[config.mk]
export PLATFORM = sky130hd
export DESIGN_NAME = popcount_window_acc_flat
export DESIGN_NICKNAME = d
export VERILOG_FILES = /design/src/rtl/popacc_pkg.sv /design/src/rtl/popcount_window_acc_if.sv /design/src/rtl/popacc_clamp.sv /design/src/rtl/popcount_window_acc.sv /design/src/flat_wrapper.sv
export SDC_FILE = /design/constraint.sdc
export NUM_CORES = 1
export LEC_CHECK = 0
export ABC_AREA = 1
export BUFFER_PORTS_ARGS = -buffer_cell sky130_fd_sc_hd__buf_2
export CAP_MARGIN = 20
export CORE_ASPECT_RATIO = 1.4
export CORE_UTILIZATION = 25
export DETAILED_ROUTE_END_ITERATION = 10
export HOLD_SLACK_MARGIN = 0.12
export PLACE_DENSITY = 0.45
export SYNTH_ARGS = -nofsm -noshare
export SYNTH_HDL_FRONTEND = slang
export SYNTH_HIERARCHICAL = 1
export SYNTH_SLANG_ARGS = --single-unit
[constraint.sdc]
create_clock -name clk -period 3.9 [get_ports clk]
set_input_delay 0.78 -clock clk [delete_from_list [all_inputs] [get_ports clk]]
set_output_delay 0.78 -clock clk [all_outputs]
set_load 0.1 [all_outputs]
[src/rtl/popacc_pkg.sv]
// popacc_pkg: shared FSM states, clamp ceiling and sum-width helper for the popcount window accumulator.
package popacc_pkg;
  typedef enum logic {ACCUM, HOLD} state_t;
  localparam logic [3:0] POP_MAX = 4'd8;
  function automatic int acc_width(input int window);
    return $clog2(window * 8 + 1);
  endfunction
endpackage

[src/rtl/popcount_window_acc_if.sv]
// popcount_window_acc_if: sample-in and result-out valid/ready bundle.
interface popcount_window_acc_if #(parameter int ACC_W = 7);
  logic in_valid;
  logic [3:0] in_count;
  logic in_ready;
  logic out_valid;
  logic out_ready;
  logic [ACC_W-1:0] out_sum;
  logic [3:0] out_max;
  logic out_err;
  modport master (
    output in_valid, in_count, out_ready,
    input in_ready, out_valid, out_sum, out_max, out_err
  );
  modport slave (
    input in_valid, in_count, out_ready,
    output in_ready, out_valid, out_sum, out_max, out_err
  );
endinterface

[src/rtl/popacc_clamp.sv]
// popacc_clamp: clamps a 4-bit popcount to POP_MAX and flags over-range input.
module popacc_clamp
  import popacc_pkg::*;
(
  input logic [3:0] s,
  output logic [3:0] c,
  output logic over
);
  assign over = s > POP_MAX;
  assign c = over ? POP_MAX : s;
endmodule

[src/rtl/popcount_window_acc.sv]
// popcount_window_acc: sums WINDOW clamped popcount samples and holds the result on a valid/ready port.
// Define POPACC_MAX_EN to build the running maximum; otherwise out_max reads 4'h0.
module popcount_window_acc
  import popacc_pkg::*;
#(
  parameter int WINDOW = 8,
  parameter int ACC_W = acc_width(WINDOW)
) (
  input logic clk,
  input logic rst_n,
  input logic clear,
  popcount_window_acc_if.slave bus
);
  localparam int IDX_W = $clog2(WINDOW);
  state_t state, state_n;
  logic ready_q;
  logic [IDX_W-1:0] idx;
  logic [ACC_W-1:0] acc, acc_n, sum_q;
  logic err, err_q, over, take, last;
  logic [3:0] c;
  popacc_clamp u_clamp (.s(bus.in_count), .c(c), .over(over));
  assign take = bus.in_valid && ready_q;
  assign last = take && idx == IDX_W'(WINDOW - 1);
  assign acc_n = acc + ACC_W'(c);
  always_comb begin
    state_n = state;
    state_n = clear ? ACCUM : (state == ACCUM) ? (last ? HOLD : ACCUM) : (bus.out_ready ? ACCUM : HOLD);
  end
  // ready is registered from the next state so it stays low through reset and has no path from out_ready
  always_ff @(posedge clk or negedge rst_n)
    if (!rst_n) begin
      state <= ACCUM;
      ready_q <= 1'b0;
      idx <= '0;
      acc <= '0;
      err <= 1'b0;
      sum_q <= '0;
      err_q <= 1'b0;
    end else begin
      state <= state_n;
      ready_q <= state_n == ACCUM;
      if (clear || last) begin
        idx <= '0;
        acc <= '0;
        err <= 1'b0;
      end else if (take) begin
        idx <= idx + IDX_W'(1);
        acc <= acc_n;
        err <= err | over;
      end
      if (clear) begin
        sum_q <= '0;
        err_q <= 1'b0;
      end else if (last) begin
        sum_q <= acc_n;
        err_q <= err | over;
      end
    end
`ifdef POPACC_MAX_EN
  logic [3:0] maxr, max_q, max_n;
  assign max_n = c > maxr ? c : maxr;
  always_ff @(posedge clk or negedge rst_n)
    if (!rst_n) begin
      maxr <= '0;
      max_q <= '0;
    end else begin
      if (clear || last) maxr <= '0;
      else if (take) maxr <= max_n;
      if (clear) max_q <= '0;
      else if (last) max_q <= max_n;
    end
  assign bus.out_max = max_q;
`else
  assign bus.out_max = 4'h0;
`endif
  assign bus.in_ready = ready_q;
  assign bus.out_valid = state == HOLD;
  assign bus.out_sum = sum_q;
  assign bus.out_err = err_q;
endmodule

[src/flat_wrapper.sv]
// flat-port wrapper written by rule: the top's interface ports become plain ports
module popcount_window_acc_flat import popacc_pkg::*;
#(
  parameter int WINDOW = 8,
  parameter int ACC_W = acc_width(WINDOW)
)
  (clk, rst_n, clear, bus_in_valid, bus_in_count, bus_out_ready, bus_in_ready, bus_out_valid, bus_out_sum, bus_out_max, bus_out_err);
  popcount_window_acc_if #(.ACC_W(ACC_W)) bus_i ();
  input logic clk;
  input logic rst_n;
  input logic clear;
  input wire logic [$bits(bus_i.in_valid)-1:0] bus_in_valid;
  input wire logic [$bits(bus_i.in_count)-1:0] bus_in_count;
  input wire logic [$bits(bus_i.out_ready)-1:0] bus_out_ready;
  output wire logic [$bits(bus_i.in_ready)-1:0] bus_in_ready;
  output wire logic [$bits(bus_i.out_valid)-1:0] bus_out_valid;
  output wire logic [$bits(bus_i.out_sum)-1:0] bus_out_sum;
  output wire logic [$bits(bus_i.out_max)-1:0] bus_out_max;
  output wire logic [$bits(bus_i.out_err)-1:0] bus_out_err;
  assign bus_i.in_valid = bus_in_valid;
  assign bus_i.in_count = bus_in_count;
  assign bus_i.out_ready = bus_out_ready;
  assign bus_in_ready = bus_i.in_ready;
  assign bus_out_valid = bus_i.out_valid;
  assign bus_out_sum = bus_i.out_sum;
  assign bus_out_max = bus_i.out_max;
  assign bus_out_err = bus_i.out_err;
  popcount_window_acc #(.WINDOW(WINDOW), .ACC_W(ACC_W)) u_core (.clk(clk), .rst_n(rst_n), .clear(clear), .bus(bus_i));
endmodule
==> results of run 1 <==
[routing by layer]
metal	vias up	wire [um]
met5	-	0
met4	0	65
met3	6	58
met2	11	1280
met1	442	963
li1	469	-
[final timing paths]
kind                                                      to  slack, ps  cells after the start
setup / recovery           u_core/bus.out_sum[6]$_DFFE_PN0N_       1710                     11
hold / removal                u_core/bus.out_valid$_DFF_PN0_        450                      1
setup reg to reg           u_core/bus.out_sum[6]$_DFFE_PN0N_       2220                      8
hold reg to reg            u_core/bus.out_sum[5]$_DFFE_PN0N_        480                      2
max in group asynchronous          u_core/acc[3]$_DFFE_PN0P_       3110                      1
min in group clk           u_core/bus.out_sum[5]$_DFFE_PN0N_        480                      2
[area by class of cell]
class | count | share of cell area
Clock buffer | 3 | 0.0306
Timing Repair Buffer | 18 | 0.0667
Multi-Input combinational cell | 95 | 0.389
Sequential cell | 21 | 0.389
Tap cell | 60 | 0.0556
Clock inverter | 1 | 0.00556
Inverter | 22 | 0.0630
[cells in the final DEF, fill, tap and decap left out, types with 3 or more instances in the layout]
cell and n:
dfrtp_1 21, nor2_1 6, nand3_1 14, inv_1 19, o21ai_0 6, o21ai_2 3
clkbuf_8 3, ha_1 6, buf_2 18, nand2_1 43, conb_1 4
[Yosys cell counts]
library cell and count:
o22ai_2 1, inv_1 19, nand3b_1 1, o21ai_0 6, a21oi_1 2, inv_4 1, nor2_1 6, buf_4 4
a21o_1 1, nor2_4 2, dfrtp_1 21, fa_1 1, a21boi_0 1, nand2_1 43, nand2_4 2, o21ai_2 3
ha_1 6, xor2_1 1, nand2_2 1, conb_1 1, nand3_1 14, inv_2 2, clkbuf_1 1
[worst register-to-register path: stages (launching register included)]
cell and delay [ps]:
dfrtp_1 360, ha_1 180, inv_1 60, fa_1 400, nand3b_1 190, nand2_1 120, nand3_1 100, nand3_1 100
nand2_1 50
[power groups by stage]
stage | combinational (uW) | clock [uW] | sequential (uW)
final | 70.7 | 152 | 228
after global routing | 79.1 | 166 | 229
after CTS | 72.3 | 158 | 228
after detailed placement | 72.1 | 0 | 232
after global placement | 71.5 | 0 | 232
after floorplan | 56.5 | 0 | 232
[per-stage QoR]
stage,cell area (um^2),cells
after floorplan,1170,143
after global placement,1300,216
after detailed placement,1300,216
after CTS,1350,220
after global routing,1350,220
final,1350,220
[logic make-up (layout without fill, tap and decap cells)]
logic type               Yosys count  count (layout)  synth area share
AND/OR/NAND/NOR                   69              69             0.270
buffers and inverters             27              44             0.103
flip-flops                        21              21             0.454
AO/OA/AOI/OAI                     14              14            0.0810
adder cells (fa/ha/maj)            7               7            0.0821
other                              1               4           0.00324
XOR/XNOR                           1               1           0.00756
[flip-flops by register name (all words and copies together) (netlist names)]
signal,cells
u_core/acc,7
u_core/bus.out_sum,7
u_core/idx,3
u_core/bus.in_ready,1
u_core/bus.out_err,1
u_core/bus.out_valid,1
u_core/err,1
==> impl_metrics.ini, run 1 <==
[worst_setup_path]
cp.arrival_ps = 2350
slowest_stage = fa_1
crit_fanout = 3
crit_path_end_kind = flop
regToRegStartpoint = u_core/acc[0]$_DFFE_PN0P_
crit_buf_inv = 2
startpoint = bus_in_count[1]
startpoint_type = input port
slowest_delay_ps = 460
path_cells = buf_2, nor2_1, nand2_1, a21oi_1, inv_1, fa_1, nand3b_1, nand2_1, nand3_1, nand3_1, nand2_1
worstSetupPathType = input port to flop
cp.required_ps = 4060
crit_family = simple AND/OR/NAND/NOR gates
crit_top_cell = nand2_1

[layout]
fillers = 494
multi_input_area_um2 = 526
ff_latch_area_um2 = 526
fin_nets = 177
fin_util = 0.311
drive_above_1_share = 0.213
insertedDiodeCount = 0
syn2layout_area_growth_pct = 16.5

[yosys]
yosysTopAreaCell = dfrtp_1
ys_seq_elements = 21
syn_inst = 140
yosysSeqAreaShare = 0.454
ys_types = 23
postSynthAreaPerCell_um2 = 8.28
yosys_warnings = 6
post-synth-top-area-fraction = 0.454
synth_area_leaders = dfrtp_1, nand2_1, ha_1
netlist_area_um2 = 1160

[grt]
grt_pass1_wl_um = 3800
antenna_found_initial = 0
busiest_layer = met2
grt_util_met1 = 0.116
use_met3 = 0.0187
grt.overflow.total = 0
track_usage = 0.110
gr-usage-met2 = 0.194
grt_pass1_vias = 858
grt_start_max_net_pins = 22

[sta]
fmaxAchievable_mhz = 456
min_period_over_period = 0.562
skew_ps = 7.66
period_needed_ps = 2190
setup_tns_ps = 0
whs_ps = 452
maxSlewViolCount = 0
rsz0062_at_grt = no
setup_slack_ps = 1710
finalSetupViolCount = 0
finalHoldViolCount = 0

[floorplan]
core_um2 = 4340
fp.dieH_um = 82.6
dieArea_um2 = 4910
die_w_um = 59.5
core.rowCount = 28
io_pins = 23
initial_utilization = 0.267

[clock_network]
path_clk_slew_ps = 90
htree_levels = 1
cts.sinks = 21
cts_root_buf = clkbuf_8
numCtsBuffers = 3
cts_tree = done
clock_latency_ps = 270
clockBufferDepth = 2
post_cts_resized = 0
cts_setup_buffers = 0
holdBufCountCts = 0

[placed_design]
globalplace.congestion = 0.742
dp_slack_ps = 1420
dp_hpwl_um = 1840
io_buffers = 18

[power_and_ir_drop]
power_frac_comb = 0.157
clkPwrFrac = 0.337
peakVddDrop_v = 0.000102
netSwitchingPower_uw = 136
power.leakage_uw = 0.000762
p_int_uw = 315
switching_share = 0.301
pwr-share-seq = 0.506
finalPower_uw = 451
powerDensity_nw_per_um2 = 334

[drt]
drt_iter0_markers = 26
avgRoutedWirePerCell_um = 10.7
finalWirelength_um = 2360
vias = 928
drc = 0
vias_per_cell = 4.22
ant_nets = 0
drt-pass1-iter-count = 3

[status]
status = finished clean

[hold_path]
worst_hold_path_type = input port to asynchronous set/reset pin

[job]
cap_viol_max_count = 0
(Power assumes the default switching activity.)
==> run 2: changes to the inputs <==
--- a/config.mk
+++ b/config.mk
@@ -12,7 +12,7 @@
 export CORE_UTILIZATION = 25
 export DETAILED_ROUTE_END_ITERATION = 10
 export HOLD_SLACK_MARGIN = 0.12
-export PLACE_DENSITY = 0.45
+export PLACE_DENSITY = 0.47
 export SYNTH_ARGS = -nofsm -noshare
 export SYNTH_HDL_FRONTEND = slang
 export SYNTH_HIERARCHICAL = 1
==> constraint.sdc (replaced) <==
create_clock -name clk -period 1.9 [get_ports clk]
set_input_delay 0.38 -clock clk [delete_from_list [all_inputs] [get_ports clk]]
set_output_delay 0.38 -clock clk [all_outputs]
set_load 0.1 [all_outputs]
==> run 2 against run 1 <==
  * Combinational power up 120%
  * First-iteration DRC count up 12%
  * Clock skew decreased by 3.9 ps
  * Largest power group unchanged
  * Highest routed layer unchanged
==> impl_metrics.ini, run 2 (synthesis gave the netlist of run 1 again) <==
[status]
status = finished clean

[sta]
fmaxAchievable_mhz = 565
min_period_over_period = 0.932
setup_tns_ps = 0
finalSetupViolCount = 0
period_needed_ps = 1770
finalHoldViolCount = 0
setup_slack_ps = 129
skew_ps = 3.77
maxSlewViolCount = 0
rsz0062_at_grt = no

[job]
cap_viol_max_count = 0

[worst_setup_path]
startpoint_type = input port
reg2reg_to = u_core/acc[4]$_DFFE_PN0P_
startpoint = bus_in_count[1]
crit_path_end_kind = flop
worstSetupPathType = input port to flop
cp-endpoint = u_core/acc[4]$_DFFE_PN0P_
crit_fanout = 3
cp.arrival_ps = 1900
regToRegSetupSlack_ps = 240
regToRegStartpoint = u_core/acc[0]$_DFFE_PN0P_
cp.required_ps = 2030
r2r_cells = 8

[power_and_ir_drop]
power.leakage_uw = 0.000784
powerDensity_nw_per_um2 = 661
peakVddDrop_v = 0.000208
finalPower_uw = 916

[drt]
drt-pass1-iter-count = 4
vias = 937
finalWirelength_um = 2400
drt_iter0_markers = 29
ant_nets = 0
avgRoutedWirePerCell_um = 10.7
drc = 0
vias_per_cell = 4.18

[floorplan]
io_pins = 23
core.rowCount = 28
fp.dieH_um = 82.6
die_w_um = 59.5
initial_utilization = 0.267
core_um2 = 4340
dieArea_um2 = 4910

[clock_network]
numCtsBuffers = 3
clockBufferDepth = 2
cts_tree = done
htree_levels = 1
clock_latency_ps = 260
cts_root_buf = clkbuf_8
path_clk_slew_ps = 80
cts.sinks = 21

[layout]
drive_above_1_share = 0.238
fin_nets = 181
ff_latch_area_um2 = 526
fin_util = 0.319
stdcell_count = 224
insertedDiodeCount = 0
multi_input_area_um2 = 532
fillers = 486
final_common_cell = nand2_1
syn2layout_area_growth_pct = 19.7
mostFrequentLayoutCells = nand2_1, dfrtp_1, inv_1, buf_2, nand3_1

[grt]
grt_pass1_vias = 929
track_usage = 0.111
grt_pass1_wl_um = 4000
antenna_found_initial = 0
grt_start_max_net_pins = 22
grt.overflow.total = 0

[placed_design]
io_buffers = 18
place_inst = 219
dp_hpwl_um = 1870
dp_slack_ps = -167
globalplace.congestion = 0.735

[hold_path]
worst_hold_path_type = input port to flop
-- run 2: cell types whose count changed in the layout (fill, tap and decap cells not counted) --
cell	previous run	this run
clkinvlp_4	1	0
nand2_1	43	42
dlygate4sd3_1	0	1
nand2_2	1	2
clkinv_2	0	1
a21oi_1	2	1
buf_4	0	3
a21oi_2	0	1
-- run 2: critical path: stages --
cell and delay [ps]:
buf_2 100, nor2_1 130, nand2_1 80, a21oi_2 130, inv_1 70, fa_1 430, nand3b_1 210, nand2_2 110
nand2_1 70, nand3_1 80, o21ai_0 100
-- run 2: final cells by class --
type / count / area share
multi-input cells: 95 / 0.384
flip-flops and latches: 21 / 0.379
repair buffers: 22 / 0.0884
inverters: 22 / 0.0614
well taps: 60 / 0.0542
clock buffers: 3 / 0.0298
clock inverters: 1 / 0.00361
-- run 2: worst min-delay path by stage --
stage | end | startpoint | cells after the start
2_1_floorplan | u_core/acc[0]$_DFFE_PN0P_ | rst_n | 0
5_1_grt | u_core/bus.in_ready$_DFF_PN0_ | bus_out_ready | 3
6_report | u_core/bus.in_ready$_DFF_PN0_ | bus_out_ready | 3
4_1_cts | u_core/bus.in_ready$_DFF_PN0_ | bus_out_ready | 3
3_5_place_dp | u_core/bus.out_valid$_DFF_PN0_ | rst_n | 1
3_3_place_gp | u_core/bus.out_valid$_DFF_PN0_ | rst_n | 1
-- run 2: timing repair --
item,4_1_cts,5_1_grt
hold buffers,1,0
buffers inserted,0,0
setup endpoints to repair,0,3
resized for setup,0,2
endpoints found under the hold margin,21,0
-- run 2: layer usage --
| metal | track usage | wire (um) | up-vias |
|---|---|---|---|
| li1 | - | - | 475 |
| met1 | 0.116 | 965 | 442 |
| met2 | 0.210 | 1350 | 18 |
| met3 | 0.0140 | 42 | 2 |
| met4 | 0.0628 | 40 | 0 |
| met5 | 0 | 0 | - |
-- run 2: through the flow --
stage                     hold WS (ps)  cell area [um^2]
after floorplan                   84.4              1170
after global placement             372              1320
after detailed placement           370              1320
final                              373              1390
after global routing               382              1390
after CTS                          370              1380
-- run 2: power breakdown --
| part | internal, uW | leakage, uW | switching (uW) |
|---|---|---|---|
| logic | 44.2 | 0.000474 | 109 |
| registers | 459 | 0.000284 | 8.77 |
| clock network | 146 | 0.0000255 | 149 |
